<file path="src/rtl/sm4_pkg.sv">
// Shared SM4 key-schedule constants: FK, CK generator parameters, round count,
// controller state encoding and the SM4 S-box.
package sm4_pkg;

    localparam logic [127:0] FK = 128'hA3B1BAC6_56AA3350_677D9197_B27022DC;

    localparam logic [7:0] CK_INC  = 8'd28;
    localparam logic [7:0] CK_OFF0 = 8'd0;
    localparam logic [7:0] CK_OFF1 = 8'd7;
    localparam logic [7:0] CK_OFF2 = 8'd14;
    localparam logic [7:0] CK_OFF3 = 8'd21;

    localparam int ROUNDS = 32;

    typedef enum logic [1:0] {
        ST_IDLE  = 2'd0,
        ST_EXP   = 2'd1,
        ST_READY = 2'd2
    } state_t;

    // Entry 0x00 sits in the most significant byte.
    localparam logic [2047:0] SBOX_TABLE = {
        128'hD690E9FECCE13DB716B614C228FB2C05,
        128'h2B679A762ABE04C3AA44132649860699,
        128'h9C4250F491EF987A33540B43EDCFAC62,
        128'hE4B31CA9C908E89580DF94FA758F3FA6,
        128'h4707A7FCF37317BA83593C19E6854FA8,
        128'h686B81B27164DA8BF8EB0F4B70569D35,
        128'h1E240E5E6358D1A225227C3B01217887,
        128'hD40046579FD327524C3602E7A0C4C89E,
        128'hEABF8AD240C738B5A3F7F2CEF96115A1,
        128'hE0AE5DA49B341A55AD933230F58CB1E3,
        128'h1DF6E22E8266CA60C02923AB0D534E6F,
        128'hD5DB3745DEFD8E2F03FF6A726D6C5B51,
        128'h8D1BAF92BBDDBC7F11D95C411F105AD8,
        128'h0AC13188A5CD7BBD2D74D012B8E5B4B0,
        128'h8969974A0C96777E65B9F109C56EC684,
        128'h18F07DEC3ADC4D2079EE5F3ED7CB3948
    };

    function automatic logic [7:0] sbox(input logic [7:0] x);
        int idx;
        idx = 2040 - 8 * int'(x);
        return SBOX_TABLE[idx +: 8];
    endfunction

endpackage

</file>
<file path="src/rtl/sm4_key_sched_ctrl_round.sv">
// One SM4 key-expansion round: rk = K0 ^ T'(K1 ^ K2 ^ K3 ^ CK).
module sm4_key_sched_ctrl_round
    import sm4_pkg::*;
(
    input  logic [127:0] k_in,
    input  logic [31:0]  ck_in,
    output logic [31:0]  rk_out
);

    logic [31:0] x_s;
    logic [31:0] b_s;

    // Nonlinear S-box layer followed by the key-schedule linear transform L'.
    always_comb begin
        x_s    = k_in[95:64] ^ k_in[63:32] ^ k_in[31:0] ^ ck_in;
        b_s    = {sbox(x_s[31:24]), sbox(x_s[23:16]), sbox(x_s[15:8]), sbox(x_s[7:0])};
        rk_out = k_in[127:96] ^ b_s ^ {b_s[18:0], b_s[31:19]} ^ {b_s[8:0], b_s[31:9]};
    end

endmodule

</file>
<file path="src/rtl/sm4_key_sched_ctrl.sv">
// SM4 key-schedule controller: expands a 128-bit master key into 32 round keys,
// one per cycle, streams them out and keeps them in a readable 32-entry store.
module sm4_key_sched_ctrl
    import sm4_pkg::*;
#(
    parameter int RD_REG = 0
) (
    input  logic         clk,
    input  logic         rst_n,
    input  logic         key_valid,
    output logic         key_ready,
    input  logic [127:0] key_in,
    input  logic         key_clear,
    output logic         busy,
    output logic         done,
    output logic         keys_valid,
    output logic         rk_out_valid,
    output logic [4:0]   rk_out_idx,
    output logic [31:0]  rk_out,
    input  logic [4:0]   rd_idx,
    input  logic         rd_dec,
    output logic [31:0]  rd_data
);

    localparam logic [4:0] LAST_ROUND = 5'(ROUNDS - 1);

    state_t       state_q, state_d;
    logic [127:0] k_q, k_d;
    logic [4:0]   round_q, round_d;
    logic [7:0]   ck_acc_q, ck_acc_d;
    logic         keys_valid_q, keys_valid_d;
    logic         done_q, done_d;
    logic         rk_out_valid_q, rk_out_valid_d;
    logic [4:0]   rk_out_idx_q, rk_out_idx_d;
    logic [31:0]  rk_out_q, rk_out_d;
    logic         mem_we_s;
    logic [31:0]  ck_s;
    logic [31:0]  rk_s;
    logic [4:0]   rd_addr_s;
    logic [31:0]  mem_q [ROUNDS];

    assign ck_s = {ck_acc_q + CK_OFF0, ck_acc_q + CK_OFF1, ck_acc_q + CK_OFF2, ck_acc_q + CK_OFF3};

    sm4_key_sched_ctrl_round u_round (
        .k_in   (k_q),
        .ck_in  (ck_s),
        .rk_out (rk_s)
    );

    // Next-state logic; key_clear overrides any accept or round in progress.
    always_comb begin
        state_d        = state_q;
        k_d            = k_q;
        round_d        = round_q;
        ck_acc_d       = ck_acc_q;
        keys_valid_d   = keys_valid_q;
        done_d         = 1'b0;
        rk_out_valid_d = 1'b0;
        rk_out_idx_d   = rk_out_idx_q;
        rk_out_d       = rk_out_q;
        mem_we_s       = 1'b0;
        if (key_clear) begin
            state_d      = ST_IDLE;
            keys_valid_d = 1'b0;
        end else begin
            case (state_q)
                ST_IDLE, ST_READY: begin
                    if (key_valid) begin
                        state_d      = ST_EXP;
                        k_d          = key_in ^ FK;
                        round_d      = 5'd0;
                        ck_acc_d     = 8'd0;
                        keys_valid_d = 1'b0;
                    end else begin
                        state_d = state_q;
                    end
                end
                ST_EXP: begin
                    mem_we_s       = 1'b1;
                    k_d            = {k_q[95:0], rk_s};
                    rk_out_d       = rk_s;
                    rk_out_idx_d   = round_q;
                    rk_out_valid_d = 1'b1;
                    round_d        = round_q + 5'd1;
                    ck_acc_d       = ck_acc_q + CK_INC;
                    if (round_q == LAST_ROUND) begin
                        state_d      = ST_READY;
                        keys_valid_d = 1'b1;
                        done_d       = 1'b1;
                    end else begin
                        state_d = ST_EXP;
                    end
                end
                default: begin
                    state_d      = ST_IDLE;
                    keys_valid_d = 1'b0;
                end
            endcase
        end
    end

    // Controller state and registered stream outputs.
    always_ff @(posedge clk or negedge rst_n) begin
        if (!rst_n) begin
            state_q        <= ST_IDLE;
            k_q            <= 128'd0;
            round_q        <= 5'd0;
            ck_acc_q       <= 8'd0;
            keys_valid_q   <= 1'b0;
            done_q         <= 1'b0;
            rk_out_valid_q <= 1'b0;
            rk_out_idx_q   <= 5'd0;
            rk_out_q       <= 32'd0;
        end else begin
            state_q        <= state_d;
            k_q            <= k_d;
            round_q        <= round_d;
            ck_acc_q       <= ck_acc_d;
            keys_valid_q   <= keys_valid_d;
            done_q         <= done_d;
            rk_out_valid_q <= rk_out_valid_d;
            rk_out_idx_q   <= rk_out_idx_d;
            rk_out_q       <= rk_out_d;
        end
    end

    // Round-key store; contents survive reset and key_clear.
    always_ff @(posedge clk) begin
        if (mem_we_s) begin
            mem_q[round_q] <= rk_s;
        end
    end

    assign rd_addr_s    = rd_dec ? (5'd31 - rd_idx) : rd_idx;
    assign key_ready    = (state_q != ST_EXP) && !key_clear;
    assign busy         = (state_q == ST_EXP);
    assign done         = done_q;
    assign keys_valid   = keys_valid_q;
    assign rk_out_valid = rk_out_valid_q;
    assign rk_out_idx   = rk_out_idx_q;
    assign rk_out       = rk_out_q;

    generate
        if (RD_REG != 0) begin : g_rd_reg
            logic [31:0] rd_data_q;
            logic [31:0] rd_data_d;
            assign rd_data_d = mem_q[rd_addr_s];
            // One-cycle registered read port.
            always_ff @(posedge clk or negedge rst_n) begin
                if (!rst_n) begin
                    rd_data_q <= 32'd0;
                end else begin
                    rd_data_q <= rd_data_d;
                end
            end
            assign rd_data = rd_data_q;
        end else begin : g_rd_comb
            assign rd_data = mem_q[rd_addr_s];
        end
    endgenerate

endmodule

</file>
<file path="config.mk">
export PLATFORM = sky130hd
export DESIGN_NAME = sm4_key_sched_ctrl
export DESIGN_NICKNAME = d
export VERILOG_FILES = /design/src/rtl/sm4_pkg.sv /design/src/rtl/sm4_key_sched_ctrl_round.sv /design/src/rtl/sm4_key_sched_ctrl.sv
export SDC_FILE = /design/constraint.sdc
export NUM_CORES = 2
export LEC_CHECK = 0
export BUFFER_PORTS_ARGS = -buffer_cell sky130_fd_sc_hd__buf_2
export CAP_MARGIN = 15
export CORE_ASPECT_RATIO = 1.1
export CORE_MARGIN = 5
export CORE_UTILIZATION = 50
export DETAILED_ROUTE_END_ITERATION = 10
export PLACE_DENSITY = 0.74
export SLEW_MARGIN = 20
export SYNTH_ARGS = -nofsm -noshare
export SYNTH_HDL_FRONTEND = slang
export SYNTH_SLANG_ARGS = --single-unit
</file>
<file path="constraint.sdc">
create_clock -name clk -period 9.2 [get_ports clk]
set_clock_uncertainty 0.2 [all_clocks]
set_input_delay 1.38 -clock clk [delete_from_list [all_inputs] [get_ports clk]]
set_output_delay 1.38 -clock clk [all_outputs]
set_load 0.05 [all_outputs]
</file>
==> results.txt <==
- Number of global-route vias before repair: 44695
- Total non-filler cell area in the finished layout: 68560 µm²
- Setup repair after global routing missed its margin: false
- Run status: finished, final reports clean
* Total clock buffers created by CTS: 114
* Remaining DRCs: 0
- The routed layout has 45797 vias.
- In this run the clock root is driven by a sky130_fd_sc_hd__clkbuf_16.
* Number of nets in the layout: 4798
* Async SR Flop Fraction: 0.1502
- Largest net degree at the start of global routing: 116
* Kind of critical path: reg2reg
* Multi-input combinational cell area: 24850 µm²
* Area grow syn2layout: 11.38%
* Slowest library cell on the worst path: sky130_fd_sc_hd__xnor2_1
- Floorplan die height: 378.0 µm
- Portion of the post-synthesis area used by sequential elements: 0.5731
* Total number of H-tree levels: 3
- Final-layout setup total negative slack: 0 ns
* Count of input and output buffers: 211
- The path with the worst hold slack has its endpoint at rk_out[26]$_DFFE_PN0P_.
* Initial core utilization: 0.5013
- Post-CTS resize count: 0
* Number of synthesized register bits: 1205
- The worst setup path is captured at a flop.
- During synthesis, Yosys emitted a total of 0 warnings.
* Type of origin of the critical path: flop
- After clock tree synthesis, the clock-pin slew on the worst setup and hold paths is 0.06 ns.
- For the pin with the worst max-slew slack, the measured transition is 1.154 ns.
- Static timing analysis puts the maximum clock frequency at 0.1423 GHz.
* Wire length per cell: 35.01 µm
- Average footprint of a synthesized cell: 13.58 µm²
* Path depth of the worst reg2reg path: 13
* Gr ovfl total: 0
- Total of endpoints with negative setup slack in the final report: 0
* Number of detailed-route iterations in the first pass: 7
* WP data required: 9.28 ns
- In this run the worst path has a maximum fanout of 71.
- The worst hold path begins at rk_out[26]$_DFFE_PN0P_.
* Worst reg2reg startpoint: ck_acc_q[2]$_DFFE_PN0P_
- Summing all placed instances gives a cell area of 64690 µm².
* Post-CTS Hold Buffers: 0
* Fraction of layout instances using a drive strength above 1: 0.2254
* # rows: 135
* Count of flip-flops with a built-in enable after synthesis: 1024
- Traced cell by cell, the critical path runs through inv_1 -> ha_1 -> xor2_2 -> xnor2_4 -> buf_4 -> nor2_1 -> o21ai_0 -> a31oi_1 -> o21ai_0 -> o221ai_2 -> xor2_1 -> xnor2_1 -> inv_1.
* Clock insertion delay at the later pin of the skew report: 0.73 ns
- First-pass GRT wire length: 319700 µm
* Worst-case setup margin in the final layout: 2.173 ns
- Registers take 35280 µm².
- The number of different library cells used by synthesis comes to 99.
* Slack of the worst reg-to-reg path: 2.17 ns
- Core region area: 122800 µm²
* Dpl ws: 2.474 ns
* Width of the die: 344.5 µm
* Max_slew headroom: 0.2239
- The clock period could shrink to 7.027 ns.
- In this run the post-CTS setup repair buffer count came out at 0.
- Clock tree synthesis found a total of 1205 sinks.
- Total die area: 130200 µm²
- Number of buffers on the longest clock path: 3
* Fin. Hold Viols: 0
* Drt first-iter violations: 7972
- On the worst path, the slowest cell contributes a delay of 0.89 ns.
- TritonCTS built the clock tree.
- Cell count after synthesis: 4532
- In the global route stage, overall resource usage came out at 0.3363.
* Detailed Route WL: 222500 µm
* Antenna violations before repair: 5
* Fill count: 9569
- After synthesis the cells add up to 61550 µm².
- The most used flip-flop cell after synthesis is sky130_fd_sc_hd__edfxtp_1.
- Dividing the detail-routed via count by the number of cells gives 7.206.
- Worst hold path stage count: 2
* Global placement routability congestion: 1.040
- Antenna-violating nets left: 0
* Half-perimeter wire length of the detailed placement result: 132400 µm
* Worst min-delay path category: reg2reg
- Number of primary I/O pins: 212
- In this run the critical register-to-register path is captured at mem_q[7][28]$_DFFE_PP_.
- Dividing the final minimum period by the clock period gives 0.7638.
* Syn_nets: 4721
* Number of max-cap violations: 0
- Data arrives at the worst endpoint at 7.11 ns.
- The number of pins exceeding their max-slew limit in the final report came to 0.
==> cells by family after synthesis <==
| group | after synthesis | share of synthesized area |
|---|---|---|
| DFF | 1205 | 0.5731 |
| xor gates and xnor gates | 206 | 0.03856 |
| AOI/OAI and AO/OA | 1118 | 0.1291 |
| and+or+nand+nor | 1046 | 0.07405 |
| buffers and inverters | 469 | 0.03350 |
| adders and majority gates | 51 | 0.01037 |
| muxes | 437 | 0.1413 |
==> stage by stage <==
step | cells | hold WS [ns] | util
4_1_cts | 6351 | 0.2875 | 0.5582
3_5_place_dp | 6137 | 0.2693 | 0.5268
2_1_floorplan | 4532 | 0.2681 | -
6_report | 6355 | 0.2871 | 0.5583
3_3_place_gp | 6137 | 0.2569 | 0.5267
5_1_grt | 6352 | 0.3083 | 0.5582
==> worst max-delay path, delay by kind of cell (launching register included) <==
kind,cells,cell delay (ns)
and+or+nand+nor,1,0.36
buffers and inverters,3,1.58
DFF,1,0.67
xor gates and xnor gates,4,1.74
AOI/OAI and AO/OA,4,1.42
adders and majority gates,1,0.54
==> worst max-delay path by stage <==
stage | startpoint | to | slack, ns | cells after the start
6_report | ck_acc_q[2]$_DFFE_PN0P_ | mem_q[7][28]$_DFFE_PP_ | 2.17 | 13
5_1_grt | ck_acc_q[2]$_DFFE_PN0P_ | mem_q[20][23]$_DFFE_PP_ | 1.97 | 13
4_1_cts | ck_acc_q[2]$_DFFE_PN0P_ | mem_q[4][21]$_DFFE_PP_ | 2.43 | 13
3_3_place_gp | k_q[57]$_DFFE_PN0P_ | mem_q[9][24]$_DFFE_PP_ | 2.17 | 12
2_1_floorplan | rd_dec | rd_data[0] | 3.37 | 7
3_5_place_dp | ck_acc_q[2]$_DFFE_PN0P_ | mem_q[12][21]$_DFFE_PP_ | 2.47 | 13
==> cell type report <==
type,instances,share of cell area
Antenna cell,4,0.0001460
Clock buffer,131,0.04314
Clock inverter,83,0.01309
Inverter,73,0.003997
Multi-Input combinational cell,2858,0.3624
Sequential cell,1205,0.5146
Tap cell,1644,0.03000
Timing Repair Buffer,357,0.03261
==> sequential cells by signal (all words and copies together) (netlist names) <==
name          flops
ck_acc_q          6
done              1
k_q             128
keys_valid        1
mem_q          1024
rk_out           32
rk_out_idx        5
rk_out_valid      1
round_q           5
state_q           2
==> placed cells by master (no fill, tap or decap), types with 64 or more instances in the layout <==
cell type | Yosys | routed
sky130_fd_sc_hd__nor3_1 | 96 | 96
sky130_fd_sc_hd__edfxtp_1 | 1024 | 1024
sky130_fd_sc_hd__inv_1 | 67 | 65
sky130_fd_sc_hd__mux4_2 | 341 | 341
sky130_fd_sc_hd__xnor2_1 | 113 | 102
sky130_fd_sc_hd__buf_2 | 88 | 210
sky130_fd_sc_hd__clkbuf_16 | 0 | 115
sky130_fd_sc_hd__a21oi_1 | 195 | 195
sky130_fd_sc_hd__o22ai_1 | 64 | 64
sky130_fd_sc_hd__nand2_1 | 371 | 369
sky130_fd_sc_hd__o21ai_0 | 224 | 224
sky130_fd_sc_hd__buf_4 | 21 | 140
sky130_fd_sc_hd__nand3_1 | 96 | 96
sky130_fd_sc_hd__o211ai_1 | 69 | 69
sky130_fd_sc_hd__nor2_1 | 366 | 333
sky130_fd_sc_hd__dfrtp_1 | 181 | 181
==> routing by layer <==
layer  wire length [µm]  track usage  vias up
li1                   -            -    18233
met1              76240       0.4302    22754
met2             103600       0.5338     3934
met3              26770      0.08067      870
met4              15810       0.1823        6
met5                 40            0        -
==> synthesized netlist by cell type (57+ instances only) <==
library cell	number	area share
sky130_fd_sc_hd__nand3_1	96	0.0078
sky130_fd_sc_hd__nand2_1	371	0.023
sky130_fd_sc_hd__mux4_2	341	0.12
sky130_fd_sc_hd__nor2_1	366	0.022
sky130_fd_sc_hd__xnor2_1	113	0.016
sky130_fd_sc_hd__a311oi_1	57	0.0081
sky130_fd_sc_hd__clkbuf_1	240	0.015
sky130_fd_sc_hd__a21oi_1	195	0.016
sky130_fd_sc_hd__o21ai_0	224	0.018
sky130_fd_sc_hd__o22ai_1	64	0.0065
sky130_fd_sc_hd__edfxtp_1	1024	0.50
sky130_fd_sc_hd__o211ai_1	69	0.0084
sky130_fd_sc_hd__buf_2	88	0.0072
sky130_fd_sc_hd__nor3_1	96	0.0078
sky130_fd_sc_hd__dfrtp_1	181	0.074
sky130_fd_sc_hd__inv_1	67	0.0041
sky130_fd_sc_hd__mux2i_1	63	0.010
Power is not shown: default switching activity piles up to over one toggle a cycle in this logic, so the estimate is an artifact.
